`src/rtl/dbl_counter_pkg.sv`:
```
// Shared helpers for the dual-edge modulo counter family.
// Modular arithmetic is done on a fixed wide type (MAX_W+1 bits) so one set
// of functions serves every WIDTH up to MAX_W; callers slice the low bits.
package dbl_counter_pkg;

  // Widest count supported by the helpers below.
  localparam int MAX_W = 32;

  // One bit wider than the widest count, so a + b never overflows.
  typedef logic [MAX_W:0] wide_t;

  // Legal configuration: 1 <= width <= MAX_W and 2 <= modulus <= 2^width.
  function automatic bit modulus_ok(input int width, input longint modulus);
    return (width >= 1) && (width <= MAX_W) &&
           (modulus >= 2) && (modulus <= (longint'(1) << width));
  endfunction

  // (a + b) mod m, for a, b < m. The sum fits in MAX_W+1 bits.
  function automatic wide_t mod_add(input wide_t a, input wide_t b, input wide_t m);
    wide_t s;
    s = a + b;
    if (s >= m) begin
      s = s - m;
    end
    return s;
  endfunction

  // (a - b) mod m, for a, b < m. Never goes negative.
  function automatic wide_t mod_sub(input wide_t a, input wide_t b, input wide_t m);
    wide_t r;
    if (a >= b) begin
      r = a - b;
    end else begin
      r = (a + m) - b;
    end
    return r;
  endfunction

  // Reduce an arbitrary value into [0, m).
  function automatic wide_t mod_reduce(input wide_t a, input wide_t m);
    return a % m;
  endfunction

endpackage

```
`src/rtl/edge_half_counter.sv`:
```
// One modulo-MODULUS half-counter register, clocked on the rising edge
// (EDGE_POS = 1) or the falling edge (EDGE_POS = 0) of clk. A preset has
// priority over the enable; the falling-edge instance ties preset low.
module edge_half_counter
  import dbl_counter_pkg::*;
#(
  parameter int WIDTH    = 8,
  parameter int MODULUS  = 256,
  parameter bit EDGE_POS = 1'b1
) (
  input  logic             clk,
  input  logic             reset,
  input  logic             enable,
  input  logic             preset,
  input  logic [WIDTH-1:0] preset_val,
  output logic [WIDTH-1:0] cnt
);

  localparam wide_t MOD_W = wide_t'(MODULUS);

  logic [WIDTH-1:0] cnt_q;
  logic [WIDTH-1:0] cnt_d;
  wide_t            inc_w;
  logic             unused_inc_hi;

  // Incremented value wraps at MODULUS; upper bits are always zero.
  assign inc_w         = mod_add(wide_t'(cnt_q), wide_t'(1), MOD_W);
  assign unused_inc_hi = ^inc_w[MAX_W:WIDTH];

  // Next state: preset wins over counting, otherwise hold.
  always_comb begin
    cnt_d = cnt_q;
    if (preset) begin
      cnt_d = preset_val;
    end else if (enable) begin
      cnt_d = inc_w[WIDTH-1:0];
    end
  end

  generate
    if (EDGE_POS) begin : g_rise
      // Rising-edge state register with asynchronous clear.
      always_ff @(posedge clk or posedge reset) begin
        if (reset) begin
          cnt_q <= '0;
        end else begin
          cnt_q <= cnt_d;
        end
      end
    end else begin : g_fall
      // Falling-edge state register with asynchronous clear.
      always_ff @(negedge clk or posedge reset) begin
        if (reset) begin
          cnt_q <= '0;
        end else begin
          cnt_q <= cnt_d;
        end
      end
    end
  endgenerate

  assign cnt = cnt_q;

endmodule

```
`src/rtl/dual_edge_mod_counter.sv`:
```
// Modulo-MODULUS counter stepping on both clk edges (dbl = 1) or on the
// rising edge only (dbl = 0). The count is the modular sum of a rising-edge
// register and a falling-edge register, so each register has one clock edge.
// Clear and load act only on the rising-edge register, presetting it to the
// value that makes the sum come out right against the current falling half.
// Optional feature macro: DBLCNT_TC_EN enables the terminal-count output;
// without it tc is held at 0.
module dual_edge_mod_counter
  import dbl_counter_pkg::*;
#(
  parameter int WIDTH   = 8,
  parameter int MODULUS = 256
) (
  input  logic             clk,
  input  logic             reset,
  input  logic             enable,
  input  logic             dbl,
  input  logic             clear,
  input  logic             load,
  input  logic [WIDTH-1:0] load_val,
  output logic [WIDTH-1:0] count,
  output logic             tc
);

  localparam wide_t MOD_W = wide_t'(MODULUS);

  generate
    if (!modulus_ok(WIDTH, MODULUS)) begin : g_bad_modulus
      $error("dual_edge_mod_counter: MODULUS must satisfy 2 <= MODULUS <= 2**WIDTH");
    end
  endgenerate

  logic [WIDTH-1:0] p_cnt;
  logic [WIDTH-1:0] n_cnt;
  logic             p_preset;
  wide_t            load_red_w;
  wide_t            target_w;
  wide_t            preset_w;
  wide_t            sum_w;
  logic             unused_hi;

  // Value the count must show after this rising edge when presetting:
  // 0 for clear, the reduced load value otherwise.
  assign load_red_w = mod_reduce(wide_t'(load_val), MOD_W);
  assign target_w   = clear ? '0 : load_red_w;
  assign p_preset   = clear | load;

  // Solve p + n = target (mod MODULUS) for p using the current falling half.
  assign preset_w = mod_sub(target_w, wide_t'(n_cnt), MOD_W);

  edge_half_counter #(
    .WIDTH    (WIDTH),
    .MODULUS  (MODULUS),
    .EDGE_POS (1'b1)
  ) u_p_half (
    .clk        (clk),
    .reset      (reset),
    .enable     (enable),
    .preset     (p_preset),
    .preset_val (preset_w[WIDTH-1:0]),
    .cnt        (p_cnt)
  );

  // The falling half only ever counts; it advances in dual mode only.
  edge_half_counter #(
    .WIDTH    (WIDTH),
    .MODULUS  (MODULUS),
    .EDGE_POS (1'b0)
  ) u_n_half (
    .clk        (clk),
    .reset      (reset),
    .enable     (enable & dbl),
    .preset     (1'b0),
    .preset_val ('0),
    .cnt        (n_cnt)
  );

  // Visible count is the modular sum of the two halves, unregistered.
  assign sum_w = mod_add(wide_t'(p_cnt), wide_t'(n_cnt), MOD_W);
  assign count = sum_w[WIDTH-1:0];

  assign unused_hi = ^{sum_w[MAX_W:WIDTH], preset_w[MAX_W:WIDTH]};

`ifdef DBLCNT_TC_EN
  localparam logic [WIDTH-1:0] TC_VAL = WIDTH'(MODULUS - 1);

  // High during the step whose next enabled edge wraps to 0.
  assign tc = (count == TC_VAL) && enable;
`else
  assign tc = 1'b0;
`endif

endmodule

```
`config.mk`:
```
export PLATFORM = sky130hd
export DESIGN_NAME = dual_edge_mod_counter
export DESIGN_NICKNAME = d
export VERILOG_FILES = /design/src/rtl/dbl_counter_pkg.sv /design/src/rtl/edge_half_counter.sv /design/src/rtl/dual_edge_mod_counter.sv
export SDC_FILE = /design/constraint.sdc
export NUM_CORES = 1
export LEC_CHECK = 0
export ABC_AREA = 1
export CAP_MARGIN = 20
export CELL_PAD_IN_SITES_DETAIL_PLACEMENT = 1
export CELL_PAD_IN_SITES_GLOBAL_PLACEMENT = 2
export CORE_AREA = 2 2 76 78
export CTS_CLUSTER_DIAMETER = 50
export DETAILED_ROUTE_END_ITERATION = 12
export DIE_AREA = 0 0 78 80
export GPL_ROUTABILITY_DRIVEN = 0
export PLACE_DENSITY_LB_ADDON = 0.1
export SKIP_LAST_GASP = 1
export SLEW_MARGIN = 0
export SYNTH_ARGS = -nofsm -noshare
export SYNTH_HDL_FRONTEND = slang
export SYNTH_SLANG_ARGS = --single-unit
```
`constraint.sdc`:
```
create_clock -name clk -period 2.55 [get_ports clk]
set_input_delay 0.6375 -clock clk [delete_from_list [all_inputs] [get_ports clk]]
set_output_delay 0.6375 -clock clk [all_outputs]
set_load 0.005 [all_outputs]
```
==> out/results.ini, run 1 <==
[drt]
ant_nets=0
detail_route.wl_per_cell_um=12.7
wirelength_mm=4.74
num_vias=1690
drt_pre_antenna_iters=4
drtIter0Drc=47
route.detailed.drc=0
via_per_inst=4.52

[place]
port_buffers=21
dp_hpwl_mm=3.97
dpl-instance-area_mm2=0.00235
preCtsSetupSlack_ns=-1.24
placed_cells=360

[grt]
grt_pass1_wl_mm=8.25
grt_pass1_vias=1734
grt_max_degree=17
antenna_found_initial=0
gr-usage-all-layers=0.169
grt-ovfl-total=0

[timing]
hold_violations=0
slew_violations=0
finalSetupTns_ns=-10.65
worst_slack_ns=-1.11
rsz0062_at_grt=yes
setup_violations=15
whs_ns=0.586
fin_skew_ns=0.0224

[finish]
nNetsFinal=336
instances_no_fill=374
nFillCells=661
post-route-util=0.487
design_area_mm2=0.00263
drive_gt1_frac=0.430
area_growth_pct=66.1
antenna_cells=0

[worst_setup_path]
cp-start-kind=flip-flop
critPathMaxStageDelay_ns=0.45
path_cells=ha_4, inv_2, fa_2, inv_2, nand4_1, nand3_2, xor2_1, buf_2
critical_path.startpoint=u_n_half.cnt[0]$_DFFE_NP0P_
required_ns=1.91
worstPathMaxFanout=2
cp_slowest_cell=dfrtn_1
r2r-start=u_n_half.cnt[0]$_DFFE_NP0P_
worstSetupPathType=flip-flop to primary output
path_common_cell=inv_2
cp-end-kind=primary output
worstPathArrival_ns=3.02

[synthesis]
postSynthAreaPerCell_um2=6.95
syn-instance-count=228
synth_area_mm2=0.00159
synth.distinct_cells=31
synth.ff_latch_count=16
ys_warn_count=0
yosysSeqAreaShare=0.253
syn_nets=261

[pwr]
total_power_mw=3.23
pwr_density_cell_mw_per_mm2=1230
ir_drop_v=0.000566
p_leak_nw=1.32

[floorplan]
start_util=0.293
die_w_um=78
coreArea_mm2=0.00541
num_rows=27
io_pins=23
die_area_mm2=0.00624
fp.dieH_um=80

[flow_run]
drv_cap=0

[cts]
numCtsBuffers=3
clock-sinks=16
ctsHoldBuffers=0
clock_path_buffers=2
cts_tree=done
htree_levels=1
ctsRootBufferMaster=clkbuf_8
clk_latency_ns=0.27
clk_pin_slew_ns=0.05

[min_path]
hold_start=u_n_half.cnt[4]$_DFFE_NP0P_
hold_class=flip-flop to flip-flop

[run_status]
violations=negative setup slack
status=complete, but fails checks

-- state kept, by name (all words and copies together) (netlist names) --
signal and cells:
u_n_half.cnt 8, u_p_half.cnt 8
-- placed cells by master, fill, tap and decap left out, types with 11 or more instances in the layout --
cell / synthesis / final
inv_1: 44 / 36
xor2_1: 11 / 11
nor2_1: 19 / 19
nand2_2: 2 / 12
ha_4: 0 / 13
clkdlybuf4s50_1: 0 / 11
buf_4: 2 / 46
nand2_1: 52 / 40
nand3_1: 20 / 14
-- per-layer routing --
layer / GRT usage / share of wire / up-vias
li1: - / - / 864
met1: 0.213 / 0.46 / 800
met2: 0.309 / 0.51 / 21
met3: 0.0136 / 0.015 / 5
met4: 0.0474 / 0.013 / 0
met5: 0 / 0 / -
-- cells in the mapped netlist --
cell type / count / share of area
nand2_1: 52 / 0.12
inv_1: 44 / 0.10
nand3_1: 20 / 0.063
nor2_1: 19 / 0.045
ha_1: 17 / 0.13
xor2_1: 11 / 0.061
a21oi_1: 10 / 0.032
dfrtn_1: 8 / 0.13
dfrtp_1: 8 / 0.13
o21ai_0: 6 / 0.019
xnor2_1: 3 / 0.017
a31oi_1: 2 / 0.0079
buf_4: 2 / 0.0095
fa_1: 2 / 0.025
nand2_2: 2 / 0.0079
nand4_1: 2 / 0.0079
nor2_2: 2 / 0.0079
nor3_1: 2 / 0.0063
o21ai_1: 2 / 0.0063
o22ai_1: 2 / 0.0079
or2_2: 2 / 0.0079
a21o_1: 1 / 0.0047
a22oi_1: 1 / 0.0047
buf_6: 1 / 0.0071
conb_1: 1 / 0.0024
inv_2: 1 / 0.0024
nand2_4: 1 / 0.0071
nand3b_1: 1 / 0.0047
nor3_2: 1 / 0.0063
nor3_4: 1 / 0.010
o221ai_1: 1 / 0.0055
-- power by group --
part	total [mW]	internal [mW]	leakage (nW)	switching, mW
clock network	0.198	0.111	0.0228	0.0869
logic	2.52	1.35	1.11	1.17
registers	0.506	0.368	0.184	0.139
total	3.23	1.83	1.32	1.40
-- cell families after synthesis --
| family | synth area share |
|---|---|
| compound gates | 0.0876 |
| xor+xnor | 0.0773 |
| fa+ha+maj | 0.159 |
| buf+inv | 0.123 |
| flops | 0.253 |
| other cells | 0.00237 |
| simple gates | 0.298 |
-- timing repair --
action | CTS | global route
resized for setup | 81 | 8
pin swaps | 32 | 16
endpoints found under the setup margin | 23 | 16
buffers inserted | 9 | 4
-- critical path: cells and delay by family (launching register included) --
family        cells  cell delay, ns
fa+ha+maj         2            0.49
flops             1            0.45
buf+inv           3            0.21
xor+xnor          1            0.12
simple gates      2            0.19
-- final timing paths --
kind                       cells past startpoint                          end  slack [ns]
max                                            8                     count[6]       -1.11
min                                            2  u_n_half.cnt[4]$_DFFE_NP0P_        0.59
max reg2reg                                   10  u_p_half.cnt[4]$_DFFE_PP0P_       -0.62
min reg2reg                                    2  u_n_half.cnt[4]$_DFFE_NP0P_        0.59
max in group asynchronous                      3  u_n_half.cnt[6]$_DFFE_NP0P_        0.55
min in group asynchronous                      3  u_p_half.cnt[1]$_DFFE_PP0P_        0.68
-- layout make-up --
cell class / instances / area (µm²) / share of cell area
Sequential cell: 16 / 400 / 0.152
Inverter: 45 / 171 / 0.0651
Clock buffer: 4 / 45.0 / 0.0171
Multi-Input combinational cell: 164 / 1320 / 0.500
Timing Repair Buffer: 73 / 609 / 0.231
Tap cell: 72 / 90.1 / 0.0342
(Power assumes the default switching activity.)
==> run 2, diff against run 1 <==
- GPL_ROUTABILITY_DRIVEN: 0 -> default
==> results of run 2 <==
No change in the layout: final DEF, timing and power equal those of run 1.
==> run 3, diff against run 2 <==
- CAP_MARGIN: 20 -> default
==> results of run 3 <==
No change in the layout: final DEF, timing and power equal those of run 1.
